[config.mk]
export PLATFORM = sky130hd
export DESIGN_NAME = fifo_wr_source
export DESIGN_NICKNAME = d
export VERILOG_FILES = /design/src/rtl/fifo_wr_source.sv
export SDC_FILE = /design/constraint.sdc
export NUM_CORES = 1
export LEC_CHECK = 0
export ABC_CLOCK_PERIOD_IN_PS = 3400
export BUFFER_PORTS_ARGS = -buffer_cell sky130_fd_sc_hd__buf_4
export CAP_MARGIN = 20
export CORE_ASPECT_RATIO = 2
export CORE_UTILIZATION = 42
export DETAILED_ROUTE_END_ITERATION = 16
export PLACE_DENSITY = 0.76
export SYNTH_ARGS = -nofsm -noshare
export SYNTH_HDL_FRONTEND = slang
export SYNTH_SLANG_ARGS = --single-unit
[constraint.sdc]
create_clock -name w_clk -period 3.4 [get_ports w_clk]
set_clock_uncertainty 0.2 [all_clocks]
set_input_delay 0.68 -clock w_clk [delete_from_list [all_inputs] [get_ports w_clk]]
set_output_delay 0.68 -clock w_clk [all_outputs]
set_load 0.01 [all_outputs]
[src/rtl/fifo_wr_source.sv]
// rtl/fifo_wr_source.sv - write-domain burst pattern producer for the async FIFO
module fifo_wr_source #(
  parameter int D_SIZE  = 16,
  parameter int LEN_W   = 8,
  parameter int STALL_W = 16
) (
  input  logic               w_clk,
  input  logic               i_w_rstn,
  input  logic               i_start,
  input  logic [LEN_W-1:0]   i_len,
  input  logic               i_mode,
  input  logic [D_SIZE-1:0]  i_seed,
  input  logic               i_full,
  output logic               o_w_inc,
  output logic [D_SIZE-1:0]  o_w_data,
  output logic               o_busy,
  output logic               o_done,
  output logic [LEN_W-1:0]   o_wr_count,
  output logic [STALL_W-1:0] o_stall_cnt
);

  typedef enum logic [1:0] {S_IDLE, S_BURST, S_DONE} state_t;

  state_t              state_q, state_d;
  logic [LEN_W-1:0]    rem_q, rem_d;
  logic [LEN_W-1:0]    wr_count_q, wr_count_d;
  logic                mode_q, mode_d;
  logic [D_SIZE-1:0]   data_q, data_d;
  logic [STALL_W-1:0]  stall_cnt_q, stall_cnt_d;
  logic                busy_q, busy_d;
  logic                done_q, done_d;
  logic                accept;
  logic [D_SIZE-1:0]   lfsr_next;

  // Write request is combinational on i_full so a full FIFO never sees a write.
  assign accept    = (state_q == S_BURST) && !i_full;
  assign lfsr_next = {data_q[D_SIZE-2:0],
                      data_q[D_SIZE-1] ^ data_q[D_SIZE-3] ^ data_q[D_SIZE-4] ^ data_q[D_SIZE-6]};

  assign o_w_inc     = accept;
  assign o_w_data    = data_q;
  assign o_busy      = busy_q;
  assign o_done      = done_q;
  assign o_wr_count  = wr_count_q;
  assign o_stall_cnt = stall_cnt_q;

  // Next-state and datapath: load on start, advance on accept, count stalls.
  always_comb begin
    state_d     = state_q;
    rem_d       = rem_q;
    wr_count_d  = wr_count_q;
    mode_d      = mode_q;
    data_d      = data_q;
    stall_cnt_d = stall_cnt_q;
    case (state_q)
      S_IDLE: begin
        if (i_start) begin
          wr_count_d  = '0;
          stall_cnt_d = '0;
          if (i_len != '0) begin
            state_d = S_BURST;
            rem_d   = i_len;
            mode_d  = i_mode;
            // An all-zero seed would lock the LFSR, so substitute 1.
            data_d  = (i_mode && (i_seed == '0)) ? D_SIZE'(1) : i_seed;
          end else begin
            state_d = S_DONE;
          end
        end
      end
      S_BURST: begin
        if (accept) begin
          data_d     = mode_q ? lfsr_next : data_q + D_SIZE'(1);
          rem_d      = rem_q - LEN_W'(1);
          wr_count_d = wr_count_q + LEN_W'(1);
          if (rem_q == LEN_W'(1)) begin
            state_d = S_DONE;
          end
        end else if (stall_cnt_q != '1) begin
          stall_cnt_d = stall_cnt_q + STALL_W'(1);
        end
      end
      S_DONE: begin
        state_d = S_IDLE;
      end
      default: begin
        state_d = S_IDLE;
      end
    endcase
    busy_d = (state_d == S_BURST);
    done_d = (state_d == S_DONE);
  end

  // State and registered outputs; reset is asynchronous and active-high.
  always_ff @(posedge w_clk or posedge i_w_rstn) begin
    if (i_w_rstn) begin
      state_q     <= S_IDLE;
      rem_q       <= '0;
      wr_count_q  <= '0;
      mode_q      <= 1'b0;
      data_q      <= '0;
      stall_cnt_q <= '0;
      busy_q      <= 1'b0;
      done_q      <= 1'b0;
    end else begin
      state_q     <= state_d;
      rem_q       <= rem_d;
      wr_count_q  <= wr_count_d;
      mode_q      <= mode_d;
      data_q      <= data_d;
      stall_cnt_q <= stall_cnt_d;
      busy_q      <= busy_d;
      done_q      <= done_d;
    end
  end

endmodule

==> load_flow_metrics.sql <==
INSERT INTO impl_metrics (metric_group, metric, value, unit) VALUES
('drt', 'wl_per_cell', '15.9', 'µm'),
('synth', 'post_synth_instance_area', '3180', 'µm²'),
('clock_tree', 'cts-buffers-inserted', '5', ''),
('synth', 'synth.net_count', '400', ''),
('synth', 'netlist_instances', '366', ''),
('synth', 'post_synth_mux_area_share', '0.0386', ''),
('synth', 'ys_dominant_reg_cell', 'sky130_fd_sc_hd__dfrtp_1', ''),
('critical_path', 'worstSetupPathType', 'input pin to output port', ''),
('drt', 'detail-route-antenna-nets', '0', ''),
('floorplan', 'horizontal_extent_of_the_die', '63.5', 'µm'),
('clock_tree', 'cts_tree', 'yes', ''),
('run_status', 'status', 'completed', ''),
('final_layout', 'mostFrequentLayoutCells', 'sky130_fd_sc_hd__buf_4, sky130_fd_sc_hd__dfrtp_1, sky130_fd_sc_hd__nor2_1, sky130_fd_sc_hd__nand2_1, sky130_fd_sc_hd__o21ai_0', ''),
('grt', 'grt-ovfl-total', '0', ''),
('place', 'dpl.hpwl', '6.17', 'mm'),
('drt', 'drt_iter0_drc', '149', ''),
('synth', 'synth_compound_area_frac', '0.211', ''),
('timing', 'maxClockFrequency', '0.367', 'GHz'),
('final_layout', 'most_common_cell_after_layout_fill_and_taps_aside', 'sky130_fd_sc_hd__buf_4', ''),
('flow_run', 'timing.max_cap.violations', '0', ''),
('critical_path', 'cell_chain_critical_path', 'buf_4 > or2b_1 > or2_2 > inv_1 > buf_4', ''),
('clock_tree', 'resized_gates_after_cts', '0', ''),
('final_layout', 'synthToLayoutAreaGrowth', '23.6', '%'),
('synth', 'synth_xor_area_frac', '0.0468', ''),
('clock_tree', 'clockRootBuffer', 'sky130_fd_sc_hd__clkbuf_16', ''),
('synth', 'synth_enable_flop_cells', '0', ''),
('clock_tree', 'cts.hold.buffers_added', '0', ''),
('timing', 'layout_worst_path_cycle_share', '0.801', ''),
('grt', 'busiest_layer', 'met2', ''),
('synth', 'ys_warn_count', '0', ''),
('timing', 'hold_viol', '0', ''),
('timing', 'post-route-min-period', '2720', 'ps'),
('clock_tree', 'clk_path_buf_depth', '2', ''),
('grt', 'grt_use_met2', '0.397', ''),
('timing', 'setup_repair_after_global_routing_missed_its_margin', 'no', ''),
('clock_tree', 'postCtsSetupRepairBufs', '0', ''),
('grt', 'first_global_vias', '3098', ''),
('floorplan', 'io_pins', '72', ''),
('critical_path', 'largest_fanout_on_the_critical_path', '11', ''),
('grt', 'initial_antenna_violation_count', '0', ''),
('pwr', 'leakagePower', '1.80', 'nW'),
('timing', 'slew-limit-headroom', '0.405', ''),
('hold_path', 'worst_hold_path_type', 'input pin to async pin', ''),
('timing', 'final-setup-viol-count', '0', ''),
('final_layout', 'final_net_count', '464', ''),
('place', 'placement.io_buffers', '71', ''),
('critical_path', 'cp.buffers_inverters', '3', ''),
('grt', 'grt_util_met1', '0.251', ''),
('synth', 'synth.ff_latch_count', '53', ''),
('clock_tree', 'htreeDepth', '2', ''),
('final_layout', 'regArea', '1330', 'µm²'),
('grt', 'total_routing_resource_utilization_after_global_routing', '0.225', ''),
('clock_tree', 'clock_sinks', '53', ''),
('critical_path', 'cp_common_cell', 'sky130_fd_sc_hd__buf_4', ''),
('critical_path', 'family_with_the_most_delay_on_the_worst_path', 'simple AND/OR/NAND/NOR gates', ''),
('synth', 'synth.lib_cells_used.distinct', '61', ''),
('drt', 'drt_first_pass_iters', '5', ''),
('final_layout', 'final_util', '0.541', ''),
('grt', 'first_pass_grt_wire_length', '14.3', 'mm'),
('synth', 'synth_simple_gate_area_frac', '0.227', ''),
('floorplan', 'die_y', '125', 'µm'),
('floorplan', 'fp.coreArea', '7270', 'µm²'),
('clock_tree', 'later_pin_clock_latency_in_the_skew_report', '300', 'ps'),
('grt', 'globalRouteMet3Util', '0.0356', ''),
('synth', 'synth_area_leader_cell', 'sky130_fd_sc_hd__dfrtp_1', ''),
('synth', 'netlist_top_cells_area', 'sky130_fd_sc_hd__dfrtp_1, sky130_fd_sc_hd__o21ai_0, sky130_fd_sc_hd__nand2_1', ''),
('floorplan', 'fp.dieArea', '7950', 'µm²'),
('grt', 'maximum_number_of_pins_on_one_net_before_global_route_repair', '33', ''),
('drt', 'vias', '3103', ''),
('drt', 'viasPerCell', '5.93', ''),
('drt', 'detail_route.drc_violations', '0', '');
## Yosys cell counts (3+ instances only)
cell type and n:
sky130_fd_sc_hd__nor2_1 37, sky130_fd_sc_hd__clkbuf_1 14, sky130_fd_sc_hd__nor3_1 8, sky130_fd_sc_hd__nand2_1 37, sky130_fd_sc_hd__xor2_1 8, sky130_fd_sc_hd__nand3_1 9, sky130_fd_sc_hd__a41o_1 4, sky130_fd_sc_hd__nand2b_1 4
sky130_fd_sc_hd__ha_1 5, sky130_fd_sc_hd__a31oi_1 7, sky130_fd_sc_hd__a22oi_1 3, sky130_fd_sc_hd__inv_1 10, sky130_fd_sc_hd__nor4_1 11, sky130_fd_sc_hd__a21oi_1 25, sky130_fd_sc_hd__o22ai_1 3, sky130_fd_sc_hd__o211ai_1 3
sky130_fd_sc_hd__nand4_1 12, sky130_fd_sc_hd__o21a_1 3, sky130_fd_sc_hd__and3_1 5, sky130_fd_sc_hd__dfrtp_1 53, sky130_fd_sc_hd__a211oi_1 3, sky130_fd_sc_hd__o21ai_0 30, sky130_fd_sc_hd__buf_2 4, sky130_fd_sc_hd__or2_2 3
sky130_fd_sc_hd__mux2i_1 10, sky130_fd_sc_hd__xnor2_1 9
## path summary, 6_finish.rpt
check | startpoint | end | slack, ps | cells after the start
min in group w_clk | o_stall_cnt[4] | o_stall_cnt[4] | 340 | 1
min | i_w_rstn | o_w_data[5] | 290 | 2
max in group asynchronous | i_w_rstn | o_stall_cnt[5] | 2070 | 3
min reg2reg | o_stall_cnt[4] | o_stall_cnt[4] | 340 | 1
max reg2reg | state_q[0] | rem_q[2] | 900 | 5
max | i_full | o_w_inc | 680 | 5
## stage by stage
stage / worst slack [ps] / hold slack (ps) / instances
floorplan: 1160 / 295 / 366
global placement: 614 / 323 / 515
detailed placement: 597 / 330 / 515
CTS: 676 / 325 / 523
global route: 618 / 350 / 523
finish: 677 / 288 / 523
## power breakdown
group,leakage [nW],internal [mW],total (mW),switching [mW]
combinational,1.06,0.683,1.47,0.792
clock,0.0631,0.274,0.510,0.236
sequential,0.672,0.852,1.18,0.329
total,1.80,1.81,3.16,1.36
## kinds of logic after synthesis
kind of cell,count (synthesis)
flops,53
buf+inv,31
simple gates,143
fa+ha+maj,5
compound gates,105
xor+xnor,17
mux,12
## flip-flops by register name, indices dropped and copies added, names as in the netlist
register and flops:
o_busy 1, state_q 2, rem_q 8, o_done 1, mode_q 1, o_stall_cnt 16
o_w_data 16, o_wr_count 8
## per-layer routing
layer | vias to the layer above | share of wire
met5 | - | 0
met4 | 0 | 0.028
li1 | 1469 | -
met2 | 111 | 0.54
met1 | 1505 | 0.38
met3 | 18 | 0.047
## final cells by class
type / instances / share of cell area
timing repair buffer: 77 / 0.147
clock inverter: 2 / 0.00382
inverter: 11 / 0.0105
clock buffer: 6 / 0.0328
multi-input combinational: 282 / 0.439
sequential: 53 / 0.337
tap: 92 / 0.0293
No activity file was read; power rests on OpenSTA's default activity.
